## config.mk

```make
export PLATFORM = sky130hd
export DESIGN_NAME = serial_ripple_subtractor
export DESIGN_NICKNAME = d
export VERILOG_FILES = /design/src/rtl/serial_ripple_subtractor.sv
export SDC_FILE = /design/constraint.sdc
export NUM_CORES = 1
export LEC_CHECK = 0
export ABC_AREA = 1
export CORE_MARGIN = 4
export CORE_UTILIZATION = 55
export CTS_BUF_LIST = sky130_fd_sc_hd__clkbuf_8
export DETAILED_ROUTE_END_ITERATION = 6
export PLACE_DENSITY = 0.83
export REMOVE_ABC_BUFFERS = 1
export SLEW_MARGIN = 20
export SYNTH_ARGS = -nofsm -noshare
export SYNTH_HDL_FRONTEND = slang
export SYNTH_SLANG_ARGS = --single-unit
export TNS_END_PERCENT = 50
```

## constraint.sdc

```tcl
create_clock -name clk -period 3.1 [get_ports clk]
set_input_delay 0.62 -clock clk [delete_from_list [all_inputs] [get_ports clk]]
set_output_delay 0.62 -clock clk [all_outputs]
set_load 0.005 [all_outputs]
```

## src/rtl/serial_ripple_subtractor.sv

```systemverilog
// rtl/serial_ripple_subtractor.sv - bit-serial unsigned subtractor, LSB first, valid/ready in and out
// Computes diff = a - b - bin one bit per clock; bout is the borrow out of the MSB.
module serial_ripple_subtractor #(
  parameter int WIDTH = 4
) (
  input  logic             clk,
  input  logic             rst_n,
  input  logic             in_valid,
  output logic             in_ready,
  input  logic [WIDTH-1:0] a,
  input  logic [WIDTH-1:0] b,
  input  logic             bin,
  output logic             out_valid,
  input  logic             out_ready,
  output logic [WIDTH-1:0] diff,
  output logic             bout,
  output logic             busy
);

  localparam int CW = (WIDTH > 1) ? $clog2(WIDTH) : 1;
  localparam logic [CW-1:0] LAST = CW'(WIDTH - 1);

  typedef enum logic [1:0] {
    S_IDLE = 2'd0,
    S_CALC = 2'd1,
    S_DONE = 2'd2
  } state_t;

  state_t           r_state;
  state_t           w_next;
  logic [WIDTH-1:0] r_a;
  logic [WIDTH-1:0] r_b;
  logic [WIDTH-1:0] r_diff;
  logic             r_borrow;
  logic             r_bout;
  logic [CW-1:0]    r_cnt;

  logic w_accept;
  logic w_calc;
  logic w_last;
  logic w_ai;
  logic w_bi;
  logic w_d;
  logic w_borrow_nxt;

  always_ff @(posedge clk or negedge rst_n) begin
    if (!rst_n) begin
      r_state <= S_IDLE;
    end else begin
      r_state <= w_next;
    end
  end

  // Handshake outputs decode from the state register only.
  always_comb begin
    w_next    = r_state;
    in_ready  = 1'b0;
    out_valid = 1'b0;
    busy      = 1'b0;
    case (r_state)
      S_IDLE: begin
        in_ready = 1'b1;
        if (in_valid) w_next = S_CALC;
      end
      S_CALC: begin
        busy = 1'b1;
        if (w_last) w_next = S_DONE;
      end
      S_DONE: begin
        busy      = 1'b1;
        out_valid = 1'b1;
        if (out_ready) w_next = S_IDLE;
      end
      default: w_next = S_IDLE;
    endcase
  end

  assign w_accept     = in_valid && (r_state == S_IDLE);
  assign w_calc       = (r_state == S_CALC);
  assign w_last       = w_calc && (r_cnt == LAST);
  assign w_ai         = r_a[r_cnt];
  assign w_bi         = r_b[r_cnt];
  assign w_d          = w_ai ^ w_bi ^ r_borrow;
  assign w_borrow_nxt = (~w_ai & w_bi) | (~(w_ai ^ w_bi) & r_borrow);

  always_ff @(posedge clk or negedge rst_n) begin
    if (!rst_n) begin
      r_a      <= '0;
      r_b      <= '0;
      r_diff   <= '0;
      r_borrow <= 1'b0;
      r_bout   <= 1'b0;
      r_cnt    <= '0;
    end else if (w_accept) begin
      r_a      <= a;
      r_b      <= b;
      r_borrow <= bin;
      r_cnt    <= '0;
    end else if (w_calc) begin
      r_diff[r_cnt] <= w_d;
      r_borrow      <= w_borrow_nxt;
      r_cnt         <= w_last ? '0 : r_cnt + 1'b1;
      if (w_last) r_bout <= w_borrow_nxt;
    end
  end

  assign diff = r_diff;
  assign bout = r_bout;

endmodule

```

==> impl_table.tex <==
\begin{tabular}{lr}
\hline
Metric & Value \\
\hline
\multicolumn{2}{l}{\textbf{STA}} \\
Actual transition at the worst max-transition pin & between 0.7 and 0.8 ns \\
Worst slew margin relative to its limit & between 40 and 50\% \\
Final Slew Violations & 0 \\
Final Hold Viols & 0 \\
Worst Setup Slack, final & around 0.94 ns \\
Final clock skew & around 0.00068 ns \\
Final total negative setup slack & 0 ns \\
Final min period & roughly 2.2 ns \\
Max Freq & between 400 and 500 MHz \\
Crit share post-route & 69.52\% \\
Unrepaired setup endpoints after global routing & false \\
Setup violation total in the final timing report & 0 \\
\multicolumn{2}{l}{\textbf{Clock tree}} \\
Buffers inserted by post-CTS timing repair & 0 \\
Num Clock Sinks & 18 \\
Clock network latency to the later pin of the worst-skew pair & approximately 0.25 ns \\
Clock tree from TritonCTS & done \\
Hold buffers post-CTS & 0 \\
Maximum count of clock buffers along a single path & 2 \\
Cts repair resizes & 0 \\
CTS H-Tree Depth & 1 \\
CTS buffer count & 3 \\
Cell at the root of the clock tree & sky130\_fd\_sc\_hd\_\_clkbuf\_8 \\
Register clock-pin slew on the reported worst setup and hold paths & $\sim$0.060 ns \\
\multicolumn{2}{l}{\textbf{Cells and area}} \\
Fin nets & around 160 \\
Layout cells sized above 1 & a little under a fifth \\
Count of fill cells added during filler insertion & $\sim$130 \\
Multi-input logic area & 465.4 um\^{}2 \\
FF/Latch Area & between 400 and 500 um\^{}2 \\
Diodes inserted & 0 \\
Growth of design area from synthesis to finish & 26.04\% \\
\multicolumn{2}{l}{\textbf{Power and ir drop}} \\
Total chip power & $\sim$0.0013 W \\
Total leakage power & approximately 0.62 nW \\
Internal Dissipation & 0.0007549 W \\
Clock group share of total power & between 10\% and 20\% \\
Combinational group share of total power & a little over half \\
Sequential share of power & 33.1\% \\
Max VDD drop & 629.1 uV \\
P per Cell Area & a little over 1000 nW/um\^{}2 \\
Switching component of the power & 0.0005223 W \\
Sw Share & 40.89\% \\
\multicolumn{2}{l}{\textbf{Drt}} \\
1st-pass router iterations & 4 \\
Count of unresolved DRC violations after routing & 0 \\
Number of violations reported at the end of detailed-routing iteration 0 & 12 \\
Total number of vias & between 700 and 800 \\
Average routed wire per standard cell & approximately 11 um \\
Detailed Route WL & roughly 1700 um \\
ANT nets after route & 0 \\
Vias per Instance & 4.854 \\
\multicolumn{2}{l}{\textbf{Floorplan}} \\
Effective utilization at floorplan & 57.61\% \\
Core Region & roughly 1700 um\^{}2 \\
Boundary pin count & 21 \\
Die Wd & 50.53 um \\
Die area & 2553 um\^{}2 \\
Row cnt & 15 \\
Die extent in y & roughly 51 um \\
\multicolumn{2}{l}{\textbf{Synth}} \\
Dominant cells by area after synthesis & sky130\_fd\_sc\_hd\_\_dfrtp\_1 (45\%), sky130\_fd\_sc\_hd\_\_nand2\_1 (12\%), sky130\_fd\_sc\_hd\_\_ha\_1 (10\%), sky130\_fd\_sc\_hd\_\_nand2\_2 (8.8\%), sky130\_fd\_sc\_hd\_\_inv\_1 (4.2\%) \\
Mapped cell area & slightly below 1000 um\^{}2 \\
Sequential element share of the synthesized area & roughly 45\% \\
Distinct cell type count after synthesis & 18 \\
Count of mapped cells out of synthesis & between 100 and 150 \\
Count of flip-flops with a built-in enable after synthesis & 0 \\
Number of synthesized register bits & 18 \\
Synth area leader & sky130\_fd\_sc\_hd\_\_dfrtp\_1 \\
Primary flip-flop cell chosen by synthesis mapping & sky130\_fd\_sc\_hd\_\_dfrtp\_1 \\
Average size of a mapped cell & approximately 9.0 um\^{}2 \\
Top-area cell type share of the netlist area & between 40\% and 50\% \\
Number of warning messages in the yosys log & 0 \\
Post-synth ARST share & between 90\% and 100\% \\
\multicolumn{2}{l}{\textbf{Setup path}} \\
CP Max Fanout & 3 \\
Worst Setup Start Kind & register \\
Top Family by Delay on Critical Path & buffers and inverters \\
Worst path slowest cell & sky130\_fd\_sc\_hd\_\_clkdlybuf4s50\_1 \\
Register-to-Register Setup Slack & roughly 1.4 ns \\
Buf/Inv on CP & 2 \\
Ordered cell list for the critical path & inv\_1 > ha\_1 > clkdlybuf4s50\_1 \\
CP required & 2.48 ns \\
Critical path arrival & between 1.5 and 2 ns \\
Peak per-stage delay on the critical path & around 0.53 ns \\
Endpoint class of the critical path & output port \\
Class of the most critical setup path & reg2out \\
\multicolumn{2}{l}{\textbf{Place}} \\
Final weighted congestion of routability-driven global placement & roughly 0.74 \\
Count of input and output buffers & 20 \\
Detailed placer's ending HPWL & approximately 1300 um \\
Setup slack at placement & between 1 and 1.5 ns \\
\multicolumn{2}{l}{\textbf{Run status}} \\
Result of the run & completed \\
\multicolumn{2}{l}{\textbf{GRT}} \\
Maximum number of pins on one net before global-route repair & 19 \\
GRT Total Usage & between 10\% and 20\% \\
Number of antenna violations at the first check in global routing & 0 \\
First-pass GRT wire length & between 3000 and 4000 um \\
Remaining global-route overflow & 0 \\
Number of global-route vias before repair & approximately 740 \\
\multicolumn{2}{l}{\textbf{Worst hold path}} \\
Hold Path Class & reg2reg \\
\multicolumn{2}{l}{\textbf{Job}} \\
Max-cap check violation count & 0 \\
\hline
\end{tabular}
[synth_stat cells, types with 2 or more instances]
library cell and instances:
sky130_fd_sc_hd__nand2_1 32, sky130_fd_sc_hd__dfrtp_1 18, sky130_fd_sc_hd__nand2_2 14, sky130_fd_sc_hd__inv_1 11, sky130_fd_sc_hd__ha_1 8, sky130_fd_sc_hd__o21ai_0 7
sky130_fd_sc_hd__nand3_1 3, sky130_fd_sc_hd__o211ai_1 3, sky130_fd_sc_hd__nand2_4 2, sky130_fd_sc_hd__nand4_1 2, sky130_fd_sc_hd__nor2_1 2, sky130_fd_sc_hd__o21ai_2 2
[worst paths after layout]
| kind | endpoint | startpoint | cells past startpoint |
|---|---|---|---|
| worst max-delay path | in_ready | r_state[0]$_DFFE_PN0P_ | 3 |
| worst min-delay path | diff[0]$_DFFE_PN0P_ | diff[0]$_DFFE_PN0P_ | 2 |
| worst max register to register | diff[3]$_DFFE_PN0P_ | r_cnt[0]$_DFFE_PN0P_ | 7 |
| worst min register to register | diff[0]$_DFFE_PN0P_ | diff[0]$_DFFE_PN0P_ | 2 |
| max in group asynchronous | diff[3]$_DFFE_PN0P_ | rst_n | 1 |
| min in group asynchronous | diff[0]$_DFFE_PN0P_ | rst_n | 1 |
[power by group through the flow]
stage                     Sequential [W]  Combinational, W  Clock (W)
final                           0.000423          0.000667   0.000187
after global routing            0.000438          0.000761   0.000201
after CTS                       0.000421          0.000678   0.000192
after detailed placement        0.000425          0.000673          0
after global placement          0.000418          0.000643          0
after floorplan                 0.000413          0.000445          0
[tightest hold or removal path, stage by stage (launching register included)]
cell                      delay (ns)
sky130_fd_sc_hd__dfrtp_1        0.34
sky130_fd_sc_hd__nand2_1        0.05
sky130_fd_sc_hd__o21ai_0        0.05
[sequential cells by signal, indices dropped and copies added (netlist names)]
signal and cells:
r_state 2, bout 1, r_a 4, diff 4, r_cnt 2, r_borrow 1
r_b 4
[metal layers]
layer	part of all wire [%]	track usage [%]	vias up
li1	-	-	384
met4	0	3.139	0
met2	52	29.13	24
met5	0	0	-
met3	6.6	5.935	0
met1	42	17.11	354
[cell families after synthesis]
family	Yosys count	share of synthesized area, %
DFF	18	45.28
and+or+nand+nor	55	26.67
AOI/OAI and AO/OA	13	8.050
adders and majority gates	9	12.08
buffers and inverters	15	7.925
[stage by stage]
step / hold slack [ns] / util [%] / area (um^2) / std cells
finish: 0.4821 / 72.61 / 1254 / 157
global route: 0.5054 / 72.61 / 1254 / 157
CTS: 0.4886 / 72.61 / 1254 / 157
detailed placement: 0.4721 / 69.42 / 1199 / 153
global placement: 0.4654 / 69.42 / 1199 / 153
floorplan: 0.3244 / - / 967.2 / 108
[layout by cell type, fill, tap and decap left out, drive strengths merged]
cell type / synthesis / final
nand2: 48 / 48
clkdlybuf4s50: 0 / 20
dfrtp: 18 / 18
inv: 13 / 13
o21ai: 9 / 9
ha: 8 / 8
clkbuf: 0 / 4
nand3: 3 / 3
o211ai: 3 / 3
nand4: 2 / 2
nor2: 2 / 2
a21oi: 1 / 1
fa: 1 / 1
[layout make-up]
type / count / share of cell area [%]
Multi-Input combinational cell: 77 / 37.13
Inverter: 13 / 4.092
Sequential cell: 18 / 35.93
Timing Repair Buffer: 20 / 15.97
Tap cell: 25 / 2.495
Clock buffer: 4 / 4.391
No activity file was read; power rests on OpenSTA's default activity.
